--- config.mk ---
export PLATFORM = sky130hd
export DESIGN_NAME = mem_arbiter
export DESIGN_NICKNAME = d
export VERILOG_FILES = /design/src/rtl/mem_arbiter.sv
export SDC_FILE = /design/constraint.sdc
export NUM_CORES = 1
export LEC_CHECK = 0
export CAP_MARGIN = 20
export CORE_AREA = 5 5 140 142
export CTS_CLUSTER_SIZE = 12
export DETAILED_ROUTE_END_ITERATION = 7
export DIE_AREA = 0 0 145 147
export PLACE_DENSITY_LB_ADDON = 0.05
export SYNTH_ARGS = -nofsm -noshare
export SYNTH_HDL_FRONTEND = slang
export SYNTH_SLANG_ARGS = --single-unit
--- constraint.sdc ---
create_clock -name clk -period 4.42 [get_ports clk]
set_input_delay 0.884 -clock clk [delete_from_list [all_inputs] [get_ports clk]]
set_output_delay 0.884 -clock clk [all_outputs]
set_load 0.05 [all_outputs]
--- src/rtl/mem_arbiter.sv ---
// Single-port memory arbiter for fetch, data and loader requesters, with a run/halt
// controller that stops core traffic once the core writes 1 to the tohost word.
module mem_arbiter #(
    parameter int unsigned           ADDR_W      = 32,
    parameter int unsigned           MAX_WAIT    = 4,
    parameter logic [ADDR_W-1:0]     TOHOST_ADDR = ADDR_W'(32'h0000_5000)
) (
    input  logic                clk,
    input  logic                rst,
    input  logic                if_req,
    input  logic [ADDR_W-1:0]   if_addr,
    output logic                if_gnt,
    output logic                if_rvalid,
    output logic [31:0]         if_rdata,
    input  logic                d_req,
    input  logic                d_we,
    input  logic [3:0]          d_be,
    input  logic [ADDR_W-1:0]   d_addr,
    input  logic [31:0]         d_wdata,
    output logic                d_gnt,
    output logic                d_rvalid,
    output logic [31:0]         d_rdata,
    input  logic                ld_req,
    input  logic                ld_we,
    input  logic [ADDR_W-1:0]   ld_addr,
    input  logic [31:0]         ld_wdata,
    output logic                ld_gnt,
    output logic                ld_rvalid,
    output logic [31:0]         ld_rdata,
    output logic                mem_en,
    output logic [3:0]          mem_we,
    output logic [ADDR_W-3:0]   mem_addr,
    output logic [31:0]         mem_wdata,
    input  logic [31:0]         mem_rdata,
    output logic                halted
);

    // state | meaning
    // RUN   | loader > data > fetch, fetch promoted over data after MAX_WAIT denials
    // HALT  | core completed via tohost write; only the loader is served
    typedef enum logic {RUN, HALT} state_t;
    typedef enum logic [1:0] {OWN_NONE, OWN_IF, OWN_D, OWN_LD} owner_t;

    localparam int unsigned CNT_W = $clog2(MAX_WAIT + 1);

    state_t           state_q, state_d;
    owner_t           owner_q, owner_d;
    logic [CNT_W-1:0] wait_q, wait_d;
    logic             promote;
    logic             tohost_wr;

    assign promote = if_req && (wait_q == CNT_W'(MAX_WAIT));

    always_comb begin
        state_d   = state_q;
        owner_d   = OWN_NONE;
        wait_d    = wait_q;
        if_gnt    = 1'b0;
        d_gnt     = 1'b0;
        ld_gnt    = 1'b0;
        mem_en    = 1'b0;
        mem_we    = 4'h0;
        mem_addr  = '0;
        mem_wdata = 32'h0;
        tohost_wr = 1'b0;

        if (!rst) begin
            if (ld_req) begin
                ld_gnt = 1'b1;
            end else if (state_q == RUN) begin
                if (promote)      if_gnt = 1'b1;
                else if (d_req)   d_gnt  = 1'b1;
                else if (if_req)  if_gnt = 1'b1;
            end
        end

        if (ld_gnt) begin
            mem_en    = 1'b1;
            mem_we    = ld_we ? 4'hF : 4'h0;
            mem_addr  = ld_addr[ADDR_W-1:2];
            mem_wdata = ld_wdata;
            owner_d   = ld_we ? OWN_NONE : OWN_LD;
        end else if (d_gnt) begin
            mem_en    = 1'b1;
            mem_we    = d_we ? d_be : 4'h0;
            mem_addr  = d_addr[ADDR_W-1:2];
            mem_wdata = d_wdata;
            owner_d   = d_we ? OWN_NONE : OWN_D;
        end else if (if_gnt) begin
            mem_en    = 1'b1;
            mem_addr  = if_addr[ADDR_W-1:2];
            owner_d   = OWN_IF;
        end

        // Only a full-word core write of exactly 1 counts as completion.
        tohost_wr = d_gnt && d_we && (d_addr == TOHOST_ADDR) &&
                    (d_be == 4'hF) && (d_wdata == 32'd1);
        if (tohost_wr) state_d = HALT;

        if (state_q == HALT)
            wait_d = '0;
        else if (if_req && !if_gnt)
            wait_d = (wait_q == CNT_W'(MAX_WAIT)) ? wait_q : wait_q + CNT_W'(1);
        else
            wait_d = '0;
    end

    always_ff @(posedge clk) begin
        if (rst) begin
            state_q <= RUN;
            owner_q <= OWN_NONE;
            wait_q  <= '0;
        end else begin
            state_q <= state_d;
            owner_q <= owner_d;
            wait_q  <= wait_d;
        end
    end

    // Gating by rst drops a read that was granted just before reset.
    assign if_rvalid = !rst && (owner_q == OWN_IF);
    assign d_rvalid  = !rst && (owner_q == OWN_D);
    assign ld_rvalid = !rst && (owner_q == OWN_LD);
    assign if_rdata  = if_rvalid ? mem_rdata : 32'h0;
    assign d_rdata   = d_rvalid  ? mem_rdata : 32'h0;
    assign ld_rdata  = ld_rvalid ? mem_rdata : 32'h0;
    assign halted    = (state_q == HALT);

    logic unused_addr_bits;
    assign unused_addr_bits = ^{if_addr[1:0], d_addr[1:0], ld_addr[1:0]};

endmodule

======== After elaboration in Yosys (flattened, before gate mapping) ========
Cells that the tools add are included.
W data, S select, Z words.
operators by class
  add/sub/neg operators ................... 1
  equality and inequality tests ........... 7
  multiplexer cells ....................... 33
  bitwise logic cells ..................... 1
  reduce and logical (&&, ||, !) cells .... 12
operator list
  operator                count
  $mux W32                5
  $mux W30                3
  $eq A32 B1 Y1 const B   1
  $eq A32 B15 Y1 const B  1
  $mux W1                 17
  $mux W4                 4
  $logic_and A1 B1 Y1     9
  $mux W2                 4
  $eq A2 B2 Y1 const B    2
  $eq A4 B4 Y1 const B    1
  $add A3 B1 Y3 const B   1
  $eq A3 B3 Y1 const B    1
  $reduce_or A3 Y1        1
  $eq A2 B1 Y1 const B    1
  $logic_not A1 Y1        2
  $not A1 Y1              1
word-level totals
  register bits after elaboration ......... 6
  input port bits ......................... 203
  output and inout bits ................... 170
  word-level logic and storage cells ...... 57

======== Logic depth before layout (Yosys ltp) ========
Gate-level depths: netlist of the first run.
  word-level depth ........................ 10
  mapped depth ............................ 7
  depth with buffers taken out ............ 6

======== Worst setup path before layout of the first run ========
No wires, ideal clock.
  path kind ............................... in2out
  start point ............................. in rst
  end point ............................... out mem_addr[21]
  arrival ................................. 2.497 ns
  data required time ...................... 3.536 ns
  setup slack ............................. 1.039 ns
  stages .................................. 5
  path buffers ............................ 1
  path through ............................ or3b_2 -> a211oi_2 -> buf_2 -> a222oi_1 -> inv_1
between the ends
  word-level cells in the longest chain between the ends .. 4
  elaborated cells between the ends (all ways) .. 6
  those cells by class .................... mux: 6
ends and longest elaborated chain
  element             line  RTL
  start: declaration  9     input logic rst,
  $mux W1             67    if (!rst) begin
  via if_gnt          12    output logic if_gnt,
  $mux W30            89    end else if (if_gnt) begin
  $mux W30            83    end else if (d_gnt) begin
  $mux W30            77    if (ld_gnt) begin
  end: declaration    32    output logic [ADDR_W-3:0] mem_addr,
The timed path passes the listed nets, and every way through them passes these cells.

======== Worst setup path in the final report of the first run ========
  start point ............................. in rst
  end point ............................... out mem_we[0]
between the ends
  word-level cells in the longest chain between the ends .. 3
  elaborated cells between the ends (all ways) .. 4
  those cells by class .................... mux: 4
ends and longest elaborated chain
  element           line  RTL
  $mux W1           67
  $mux W4           83
  $mux W4 (*)       77
  end: declaration  31    output logic [3:0] mem_we,
Mark *: on every way between the ends. The rest lies on a longest branch, timed or not.

==> results of run 1 <==
-- cell usage after synthesis --
cell type and number:
o22ai_1 1, a222oi_1 30, and3_1 1, a21o_1 1, o32ai_1 1, or3_1 1, nand4_1 3, a211oi_2 1
a22o_1 35, nand2b_1 1, nand2_1 4, and2_1 96, ha_1 2, xnor2_1 1, clkbuf_1 16, nand3_1 3
or4_1 1, and3b_1 1, nor4_1 10, or2_2 1, buf_4 2, inv_2 1, buf_2 6, or4b_1 1
nor3b_1 2, a21oi_1 1, or3b_2 1, a31oi_2 1, dfxtp_1 6, nor2_1 3, inv_1 35, nor3_1 2
nor4b_1 6, buf_1 2, o21ai_0 1
-- per-layer routing --
layer	GRT usage (%)	routed length (um)	vias up
met5	0	0	-
met4	1.27	104	0
met3	3.70	1430	4
met2	30.9	9820	222
met1	14.9	5820	1652
li1	-	-	1755
-- power groups by stage --
stage	registers (mW)	logic [mW]	clock network, mW
3_5_place_dp	0.0592	0.739	0
2_1_floorplan	0.0585	0.292	0
6_report	0.0583	0.733	0.144
3_3_place_gp	0.0589	0.738	0
5_1_grt	0.0586	0.763	0.152
4_1_cts	0.0584	0.741	0.146
-- layout make-up --
cell class | count | share of cell area (%)
Tap cell | 234 | 4.51
Timing Repair Buffer | 375 | 65.9
Multi-Input combinational cell | 212 | 24.4
Sequential cell | 6 | 1.85
Inverter | 36 | 2.08
Clock buffer | 3 | 1.16
-- sequential cells by signal (all words and copies together) (netlist names) --
signal,count
owner_q,2
halted,1
wait_q,3
-- worst min path at each step --
stage	start	endpoint	slack [ns]	cells after the start
2_1_floorplan	wait_q[1]	wait_q[1]	0.46	2
3_3_place_gp	wait_q[1]	wait_q[1]	0.48	2
3_5_place_dp	wait_q[1]	wait_q[1]	0.49	2
4_1_cts	wait_q[1]	wait_q[1]	0.50	2
5_1_grt	wait_q[1]	wait_q[1]	0.52	2
6_report	wait_q[1]	wait_q[1]	0.49	2
-- cell families (layout without fill, tap and decap cells) --
logic type,after synthesis,count (layout),share of synthesized area (%)
AOI/OAI and AO/OA,72,72,34.5
xor gates and xnor gates,1,1,0.455
adders and majority gates,2,2,1.30
buffers and inverters,62,414,12.9
DFF,6,6,6.23
and+or+nand+nor,137,137,44.7
-- metrics by stage --
step	power, mW	cell area (um2)	std cells
finish	0.935	6480	866
global route	0.973	6480	866
CTS	0.946	6480	866
detailed placement	0.798	6410	863
global placement	0.797	6410	863
floorplan	0.350	1930	280
-- worst max-delay path, cell delays in order --
cell and delay, ns:
clkdlybuf4s50_1 0.53, or4b_1 0.56, a31oi_4 0.22, buf_12 0.27, and3_1 0.25, a22o_1 0.19, buf_12 0.15
==> reports/metrics.csv, run 1 <==
stage,metric,value,unit
critical_path,cp-startpoint,rst,
critical_path,worst_r2r_path_depth,5,
synth,yosys.area.top_type,and2_1,
clock_network,clk_pin_slew,0.03,ns
timing,hold_viol,0,
synth,avgSynthCellArea,6.88,um2
clock_network,cts_tree,built,
power_and_ir_drop,p_per_area,144,mW/mm2
layout,drive_above_1_share,26.3,%
floorplan,ios,373,
timing,holdWs,0.488,ns
routing,drc_errors,0,
floorplan,fp-row-count,50,
global_routing,grt_max_degree,49,
synth,synth_nets,485,
synth,ys_ff_latch,6,
routing,routedWlPerCell,19.8,um
placed_design,portBuffers,368,
timing,rsz0062_at_grt,false,
critical_path,worstPathMaxFanout,48,
power_and_ir_drop,p_int,0.549,mW
floorplan,die-height,147,um
global_routing,antenna_found_initial,0,
layout,num_antenna_cells,0,
critical_path,rr_endpoint,halted,
layout,register_area,120,um2
layout,final_core_util,35.4,%
clock_network,clk_latency,0.22,ns
routing,drt_iter0_markers,182,
synth,netlist_instances,280,
layout,final_cell_mix,"clkdlybuf4s50_1 (219), and2_1 (96), buf_4 (83)",
timing,drv_slew,0,
min_path,holdCritPathClass,register to register,
power_and_ir_drop,p_sw_share,41.3,%
clock_network,cts-resized-gates,0,
floorplan,dieArea,0.0213,mm2
floorplan,die_w,145,um
placed_design,hpwl,15.2,mm
placed_design,post-place-ws,0.421,ns
routing,firstDrtPassIters,7,
global_routing,gr-total-overflow,0,
layout,multi_input_area,0.00159,mm2
routing,drt.antenna.violating_nets,0,
synth,synth_top_area_share,31.2,%
outcome,outcome,completed,
timing,layout_setup_ws,0.461,ns
power_and_ir_drop,power.switching,0.386,mW
power_and_ir_drop,seqPwrFrac,6.2,%
routing,viasPerCell,4.20,
timing,finalSetupViolations,0,
critical_path,cp.arrival,3.07,ns
layout,fin_nets,839,
power_and_ir_drop,clkPwrFrac,15.4,%
timing,slew_headroom,59.7,%
clock_network,cts_setup_buffers,0,
routing,vias,3633,
clock_network,ctsHoldBuffers,0,
timing,fin_crit,3.96,ns
global_routing,grt_pass1_vias,3753,
critical_path,endpoint,mem_we[0],
synth,ys.warnings.count,0,
timing,clock_skew,0.00131,ns
critical_path,required,3.54,ns
synth,ys_seq_area_share,6.23,%
synth,synth_area,0.00193,mm2
critical_path,r2r_slack,2.50,ns
timing,worst_pin_slew,0.602,ns
routing,postRouteWirelength,17.2,mm
power_and_ir_drop,power_frac_comb,78.4,%
layout,final_common_cell,clkdlybuf4s50_1,
critical_path,cp-end-kind,output pin,
clock_network,cts_buffers,3,
synth,ys_types,35,
layout,syn2layout_area_growth,237,%
critical_path,path_class,input port to output pin,
clock_network,ctsRootBufferMaster,clkbuf_16,
power_and_ir_drop,p_leak,2.84,nW
critical_path,setup.worst_path.start_class,input port,
timing,fmaxAchievable,0.253,GHz
power_and_ir_drop,vdd_drop_max,0.000107,V
layout,fill_cells,1836,
global_routing,grt_pass1_wl,24.6,mm
clock_network,htreeDepth,1,
clock_network,cts_sinks,6,
clock_network,clockBufferDepth,2,
job,cap_violations,0,
timing,timing.setup.tns,0,ns
global_routing,grt_usage,14.7,%
critical_path,r2r_start,halted,
floorplan,start_util,10.5,%
floorplan,core_area,0.0183,mm2
timing,fin_crit_sh,89.6,%
placed_design,gp_congestion,0.818,
synth,yosys-top-cells-area,"and2_1 (31%), a22o_1 (16%), a222oi_1 (16%), inv_1 (6.8%), dfxtp_1 (6.2%)",
Power figures use the tool's default switching activity.
==> run 2, diff against run 1 <==
- SLEW_MARGIN: default -> 0
==> results of run 2 <==
The final DEF is identical to that of run 1; final timing and power are the same.
